[src/rtl/mac_ifmaps_feeder.sv]
// Ifmap band walker: gathers 5 vertical pixels per column and
// pushes them as one entry into the MAC ifmaps FIFO.
module mac_ifmaps_feeder #(
  parameter int DATA_WIDTH = 1,
  parameter int IMG_W      = 32,
  parameter int IMG_H      = 32,
  parameter int ADDR_WIDTH = 10
) (
  input  logic                  clk,
  input  logic                  rst_n,
  input  logic                  start,
  output logic                  busy,
  output logic                  done,
  output logic                  mem_en,
  output logic [ADDR_WIDTH-1:0] mem_addr,
  input  logic [DATA_WIDTH-1:0] mem_rdata,
  output logic [DATA_WIDTH-1:0] ifmaps_fifo_row0_in,
  output logic [DATA_WIDTH-1:0] ifmaps_fifo_row1_in,
  output logic [DATA_WIDTH-1:0] ifmaps_fifo_row2_in,
  output logic [DATA_WIDTH-1:0] ifmaps_fifo_row3_in,
  output logic [DATA_WIDTH-1:0] ifmaps_fifo_row4_in,
  output logic                  ifmaps_input_valid,
  input  logic                  fifo_full
);

  function automatic int clogb2(input int v);
    int w;
    w = 1;
    while ((1 << w) < v) w++;
    return w;
  endfunction

  localparam int RW = clogb2(IMG_H);
  localparam int CW = clogb2(IMG_W);
  localparam logic [RW-1:0] R_LAST = RW'(IMG_H - 5);
  localparam logic [CW-1:0] C_LAST = CW'(IMG_W - 1);

  typedef enum logic [1:0] {
    IDLE,
    READ,
    PUSH,
    DONE
  } state_e;

  state_e                state_q, state_d;
  logic [RW-1:0]         r_q, r_d;
  logic [CW-1:0]         c_q, c_d;
  logic [2:0]            k_q, k_d;
  logic [DATA_WIDTH-1:0] row_q [5];
  logic [DATA_WIDTH-1:0] row_d [5];

  always_ff @(posedge clk) begin
    if (!rst_n) begin
      state_q <= IDLE;
      r_q     <= '0;
      c_q     <= '0;
      k_q     <= '0;
      for (int i = 0; i < 5; i++)
        row_q[i] <= '0;
    end else begin
      state_q <= state_d;
      r_q     <= r_d;
      c_q     <= c_d;
      k_q     <= k_d;
      for (int i = 0; i < 5; i++)
        row_q[i] <= row_d[i];
    end
  end

  always_comb begin
    state_d            = state_q;
    r_d                = r_q;
    c_d                = c_q;
    k_d                = k_q;
    for (int i = 0; i < 5; i++)
      row_d[i] = row_q[i];
    mem_en             = 1'b0;
    mem_addr           = '0;
    ifmaps_input_valid = 1'b0;
    done               = 1'b0;
    busy               = (state_q != IDLE);
    unique case (state_q)
      IDLE: begin
        r_d = '0;
        c_d = '0;
        k_d = '0;
        if (start) state_d = READ;
      end
      READ: begin
        if (k_q < 3'd5) begin
          mem_en   = 1'b1;
          mem_addr = ADDR_WIDTH'(
            (32'(r_q) + 32'(k_q)) * 32'(IMG_W)
            + 32'(c_q));
        end
        // data for step k-1 returns during step k
        for (int i = 0; i < 5; i++)
          if (k_q == 3'(i + 1)) row_d[i] = mem_rdata;
        if (k_q == 3'd5) begin
          k_d     = '0;
          state_d = PUSH;
        end else begin
          k_d = k_q + 3'd1;
        end
      end
      PUSH: begin
        ifmaps_input_valid = ~fifo_full;
        if (!fifo_full) begin
          if (c_q < C_LAST) begin
            c_d     = c_q + 1'b1;
            state_d = READ;
          end else if (r_q < R_LAST) begin
            c_d     = '0;
            r_d     = r_q + 1'b1;
            state_d = READ;
          end else begin
            state_d = DONE;
          end
        end
      end
      DONE: begin
        done    = 1'b1;
        state_d = IDLE;
      end
      default: state_d = IDLE;
    endcase
  end

  assign ifmaps_fifo_row0_in = row_q[0];
  assign ifmaps_fifo_row1_in = row_q[1];
  assign ifmaps_fifo_row2_in = row_q[2];
  assign ifmaps_fifo_row3_in = row_q[3];
  assign ifmaps_fifo_row4_in = row_q[4];

endmodule

[config.mk]
export PLATFORM = sky130hd
export DESIGN_NAME = mac_ifmaps_feeder
export DESIGN_NICKNAME = d
export VERILOG_FILES = /design/src/rtl/mac_ifmaps_feeder.sv
export SDC_FILE = /design/constraint.sdc
export NUM_CORES = 1
export LEC_CHECK = 0
export ABC_AREA = 1
export BUFFER_PORTS_ARGS = -buffer_cell sky130_fd_sc_hd__buf_2
export CORE_ASPECT_RATIO = 0.9
export CORE_MARGIN = 2
export CORE_UTILIZATION = 40
export DETAILED_ROUTE_END_ITERATION = 10
export PLACE_DENSITY = 0.68
export SYNTH_ARGS = -nofsm -noshare
export SYNTH_HDL_FRONTEND = slang
export SYNTH_SLANG_ARGS = --single-unit
[constraint.sdc]
create_clock -name clk -period 1.6 [get_ports clk]
set_input_delay 0.24 -clock clk [delete_from_list [all_inputs] [get_ports clk]]
set_output_delay 0.24 -clock clk [all_outputs]
set_load 0.03 [all_outputs]
==> flow_metrics.py, run 1 <==
metrics = {
    "run_status": {
        "outcome": "complete, but fails checks",
        "violations": "negative setup slack",
    },
    "layout": {
        "multiInputGateArea_um2": 898,
        "final_nets": 259,
        "antenna_cells": 0,
        "area_growth_pct": 42.4,
        "nFillCells": 317,
        "fin_area_um2": 1880,
        "regArea_um2": 407,
        "drive_above_1_share_pct": 33.3,
        "post-route-util_pct": 60.4,
    },
    "yosys": {
        "yosys_warnings": 0,
        "synth_top_area_cell": "dfxtp_1",
        "yosys.area_share.adder_pct": 7.20,
        "netlist_top_cells_area": "dfxtp_1 (30%), nand2_1 (12%), nor2_1 (11%), inv_1 (7.1%), nand3_1 (6.4%)",
        "synth_xor_xnor_area_share_pct": 1.99,
        "syn_area_um2": 1320,
        "ys_seq_elements": 20,
        "synthMuxAreaShare_pct": 0,
        "post-synth-top-area-fraction_pct": 30.3,
        "synth_area_per_cell_um2": 6.57,
        "ys.flop_type": "dfxtp_1",
        "yosysSeqAreaShare_pct": 30.3,
        "synth_compound_area_share_pct": 12.1,
        "async_flop_share_pct": 0,
        "synth_nets": 213,
        "synthCells": 201,
        "synth-edff-count": 0,
        "synth_top_family_by_area": "simple AND/OR/NAND/NOR gates",
        "yosys.area_share.simple_pct": 38.3,
        "synth_cell_types": 27,
    },
    "placed_design": {
        "gp_congestion": 0.844,
        "hpwl_um": 2290,
        "dpl_cell_area_um2": 1640,
        "pre_cts_slack_ns": -0.243,
        "io_buffers": 23,
    },
    "routing": {
        "drtIter0Drc": 36,
        "antenna_left": 0,
        "via_count": 1365,
        "drc": 0,
        "drt-total-wl_um": 3130,
        "wl_per_cell_um": 10.9,
        "vias_per_cell": 4.74,
        "drt_first_pass_iters": 4,
    },
    "floorplan": {
        "dieWidth_um": 64.6,
        "start_util_pct": 42.4,
        "pin_count": 24,
        "rows": 19,
        "die_area_um2": 3780,
        "core_um2": 3110,
        "die_h_um": 58.5,
    },
    "pwr": {
        "clockPowerShare_pct": 27.1,
        "pwr-share-seq_pct": 31.8,
        "powerDensity_nw_per_um2": 1010,
        "power_leakage_nw": 0.859,
        "ir_drop_mv": 0.627,
        "comb_power_share_pct": 41.1,
        "p_sw_uw": 710,
        "total_power_mw": 1.90,
        "internal_power_mw": 1.19,
        "sw_frac_of_total_pct": 37.3,
    },
    "clocking": {
        "clock_path_buffers": 2,
        "numClockSinks": 20,
        "h-tree-depth": 1,
        "numCtsBuffers": 3,
        "cts_tree": "done",
        "cts-root-buf": "clkbuf_8",
        "insertion_delay_ns": 0.27,
        "cts_hold_buf": 0,
        "clkTransAtPathRegs_ns": 0.08,
    },
    "sta": {
        "maxSlewViolCount": 0,
        "min_period_over_period_pct": 126,
        "rsz0062_at_grt": "true",
        "fmax_ghz": 0.495,
        "fin_skew_ns": 0.00663,
        "worstMarginPinSlew_ns": 0.271,
        "finalHoldViolations": 0,
        "timing.final.crit_period_ns": 2.02,
        "setup_viol": 9,
        "slew_headroom_pct": 82.0,
        "worst_slack_ns": -0.418,
    },
    "worst_hold_path": {
        "hold_path.class": "in2reg",
    },
    "critical_path": {
        "worstPathMaxFanout": 3,
        "arrival_ns": 1.78,
        "start_kind": "flip-flop",
        "critPathCaptureType": "output pin",
        "critical_path_class": "reg2out",
        "cp.required_ns": 1.36,
    },
    "grt": {
        "antenna_found_initial": 0,
        "grt_max_degree": 15,
        "globalRouteTotalUtil_pct": 18.5,
        "grt_pass1_vias": 1265,
        "grt_pass1_wl_um": 5510,
        "grt-ovfl-total": 0,
    },
    "job": {
        "cap_violations": 0,
    },
}
registers in the layout, summed over array words and instances, names as in the netlist:
register / count
c_q: 5
r_q: 5
row_q: 5
k_q: 3
state_q: 2
logic make-up (layout without fill, tap and decap cells):
group	Yosys count	in the layout
compound gates	28	28
xor+xnor	3	3
fa+ha+maj	7	7
buf+inv	32	77
flops	20	20
simple gates	111	111
power by group through the flow:
stage	clock (mW)	sequential [mW]	combinational [mW]
floorplan	0	0.630	0.448
global placement	0	0.611	0.670
detailed placement	0	0.613	0.677
CTS	0.530	0.602	0.750
global route	0.544	0.610	0.875
finish	0.516	0.604	0.782
placed cells by master (no fill, tap or decap), drive strengths merged:
master  netlist  routed
buf           2      43
o21bai        1       1
or2           3       3
ha            6       6
o21ai         8       8
clkbuf        0       3
nand2        45      45
fa            1       1
nor2         41      41
bufinv        0       1
dfxtp        20      20
xor2          3       3
nor3          3       3
o22ai         1       1
a21oi        16      16
nand3        17      17
o211ai        2       2
nand4         2       2
inv          30      30
critical path: stages (launching register included):
cell and delay (ns):
dfxtp_4 0.37, ha_4 0.13, inv_2 0.03, fa_2 0.34, or2_4 0.26, nand2_2 0.06
a21oi_2 0.06, nor3_4 0.11, buf_6 0.15
per-stage QoR:
step,setup TNS (ns),hold slack (ns),instances
final,-1.41,0.277,288
after global routing,-1.92,0.304,288
after CTS,-1.53,0.269,287
after detailed placement,-0.325,0.454,281
after global placement,-0.229,0.433,281
after floorplan,-0.431,0.371,201
synthesized netlist by cell type, types with 2 or more instances:
master    instances
nor2_1           37
nor2_4            3
nand4_1           2
o21ai_0           8
xor2_1            3
inv_2             3
ha_1              6
dfxtp_1          20
nor3_1            2
o211ai_1          2
inv_1            25
nand2_2           3
nand2_1          41
inv_4             2
a21oi_1          15
or2_1             2
nand3_1          17
final timing paths:
kind                                  start  cells after the start  slack [ns]          end
worst min register to register  row_q[0][1]                      2        0.46  row_q[0][1]
worst max register to register       c_q[0]                      7        0.27       r_q[4]
worst max-delay path                 r_q[0]                      8       -0.42  mem_addr[9]
worst min-delay path              mem_rdata                      3        0.28  row_q[0][3]
layer usage:
metal | routed length, um | vias to the layer above | part of all wire [%] | global-route usage, %
met4 | 53 | 0 | 1.7 | 7.29
met1 | 1560 | 612 | 50 | 25.0
li1 | - | 725 | - | -
met3 | 99 | 5 | 3.2 | 2.29
met2 | 1420 | 23 | 45 | 30.7
met5 | 0 | - | 0 | 0
area by class of cell:
cell class / count / area share, %
inverter: 30 / 6.38
clock inverter: 1 / 1.60
multi-input combinational: 149 / 47.7
timing repair buffer: 43 / 17.7
clock buffer: 3 / 2.19
sequential: 20 / 21.6
tap: 42 / 2.79
what timing repair did:
| item | in CTS | in global routing |
|---|---|---|
| pin swaps | 9 | 7 |
| endpoints found under the setup margin | 11 | 10 |
| resized for setup | 33 | 11 |
| gates cloned | 0 | 0 |
| setup buffers | 2 | 2 |
Power figures use the tool's default switching activity.
==> inputs of run 2 (changes only) <==
--- a/config.mk
+++ b/config.mk
@@ -11,6 +11,7 @@
 export CORE_MARGIN = 2
 export CORE_UTILIZATION = 40
 export DETAILED_ROUTE_END_ITERATION = 10
+export GPL_TIMING_DRIVEN = 0
 export PLACE_DENSITY = 0.68
 export SYNTH_ARGS = -nofsm -noshare
 export SYNTH_HDL_FRONTEND = slang
==> flow_metrics.py, run 2 (synthesis gave the netlist of run 1 again) <==
metrics = {
    "placed_design": {
        "dpl.cell_count": 266,
        "pre_cts_slack_ns": -0.306,
        "gp_congestion": 0.811,
        "hpwl_um": 2140,
        "dpl_cell_area_um2": 1530,
        "io_buffers": 23,
    },
    "sta": {
        "fin_hold_ws_ns": 0.245,
        "worstMarginPinSlew_ns": 0.275,
        "fin_skew_ns": 0.00174,
        "fmax_ghz": 0.498,
        "setup_viol": 11,
        "finalHoldViolations": 0,
        "rsz0062_at_grt": "true",
        "min_period_over_period_pct": 126,
        "timing.final.crit_period_ns": 2.01,
        "maxSlewViolCount": 0,
        "slew_headroom_pct": 81.7,
        "finalSetupTns_ns": -2.02,
        "worst_slack_ns": -0.410,
    },
    "worst_hold_path": {
        "hold_path.class": "in2reg",
    },
    "critical_path": {
        "rrSetupSlack_ns": 0.19,
        "reg2reg_from": "k_q[0]",
        "worstPathMaxFanout": 3,
        "critical_path.endpoint": "mem_addr[9]",
        "arrival_ns": 1.77,
        "r2r_cells": 8,
        "critPathMaxStageDelay_ns": 0.36,
        "r2r_end": "state_q[0]",
        "cp-startpoint": "k_q[0]",
        "critical_path_class": "reg2out",
        "cp_cell_sequence": "ha_4 > inv_2 > fa_2 > or2_4 > nand2_2 > a21oi_2 > nor3_4 > buf_6",
        "cp_slowest_cell": "dfxtp_4",
        "critPathCaptureType": "output pin",
        "cp.required_ns": 1.36,
        "start_kind": "flip-flop",
    },
    "clocking": {
        "cts_tree": "done",
        "numClockSinks": 20,
        "numCtsBuffers": 3,
        "clkTransAtPathRegs_ns": 0.08,
        "insertion_delay_ns": 0.27,
        "cts-root-buf": "clkbuf_8",
        "h-tree-depth": 1,
        "clock_path_buffers": 2,
    },
    "routing": {
        "wl_per_cell_um": 10.9,
        "drt-total-wl_um": 3010,
        "antenna_left": 0,
        "drt_first_pass_iters": 4,
        "drtIter0Drc": 29,
        "vias_per_cell": 4.83,
        "drc": 0,
        "via_count": 1338,
    },
    "run_status": {
        "outcome": "complete, but fails checks",
        "violations": "negative setup slack",
    },
    "layout": {
        "final_cells": 277,
        "fin_area_um2": 1700,
        "layout_commonest_cell": "nand2_1",
        "area_growth_pct": 29.0,
        "antenna_cells": 0,
        "regArea_um2": 419,
        "drive_above_1_share_pct": 28.9,
        "final_cell_mix": "nand2_1 (39), nor2_1 (37), inv_1 (24), nand3_1 (17), buf_2 (17)",
        "reg.largest.list": "c_q (5), r_q (5), row_q (5)",
        "post-route-util_pct": 54.7,
        "multiInputGateArea_um2": 843,
        "final_nets": 248,
        "nFillCells": 319,
    },
    "pwr": {
        "total_power_mw": 1.78,
        "ir_drop_mv": 0.476,
        "powerDensity_nw_per_um2": 1040,
        "power_leakage_nw": 0.788,
    },
    "grt": {
        "grt-ovfl-total": 0,
        "globalRouteTotalUtil_pct": 17.0,
        "grt_max_degree": 13,
        "antenna_found_initial": 0,
        "grt_pass1_wl_um": 5000,
        "grt_pass1_vias": 1124,
    },
    "floorplan": {
        "rows": 19,
        "die_area_um2": 3780,
        "dieWidth_um": 64.6,
        "start_util_pct": 42.4,
        "pin_count": 24,
        "core_um2": 3110,
        "die_h_um": 58.5,
    },
    "job": {
        "cap_violations": 0,
    },
}
run 2: final cells by class:
cell class	count	share of cell area, %
repair buffers	29	10.6
multi-input cells	150	49.5
clock inverters	1	1.76
plain buffers	2	0.954
clock buffers	3	2.42
flip-flops and latches	20	24.6
inverters	30	7.05
well taps	42	3.08
run 2: how the worst min path moves through the flow:
stage / cells after the start / start / end
5_1_grt: 3 / rst_n / k_q[0]
3_5_place_dp: 2 / row_q[0][1] / row_q[0][1]
6_report: 3 / rst_n / k_q[0]
3_3_place_gp: 2 / row_q[0][1] / row_q[0][1]
2_1_floorplan: 2 / rst_n / k_q[0]
4_1_cts: 3 / rst_n / k_q[0]
run 2: routing by layer:
metal	global-route usage, %	up-vias	part of all wire (%)
li1	-	718	-
met1	22.8	589	53
met2	27.8	26	42
met3	2.29	5	3.5
met4	7.29	0	1.7
met5	0	-	0
run 2: critical path: cells and delay by family (launching register included):
| family | cells | cell delay [ns] |
|---|---|---|
| buffers and inverters | 2 | 0.18 |
| flip-flops | 1 | 0.36 |
| adder cells (fa/ha/maj) | 2 | 0.46 |
| AND/OR/NAND/NOR | 3 | 0.44 |
| AO/OA/AOI/OAI | 1 | 0.06 |
run 2: what timing repair did:
action | CTS | global route
gates cloned | 0 | 1
pin swaps | 5 | 4
setup endpoints to repair | 12 | 11
setup buffers | 4 | 2
resized for setup | 18 | 5
hold buffers | 0 | 0
run 2: power breakdown:
group          internal, mW  switching, mW  total, mW
clock network         0.334          0.185      0.520
registers             0.559         0.0672      0.627
logic                 0.226          0.409      0.635
total                  1.12          0.661       1.78
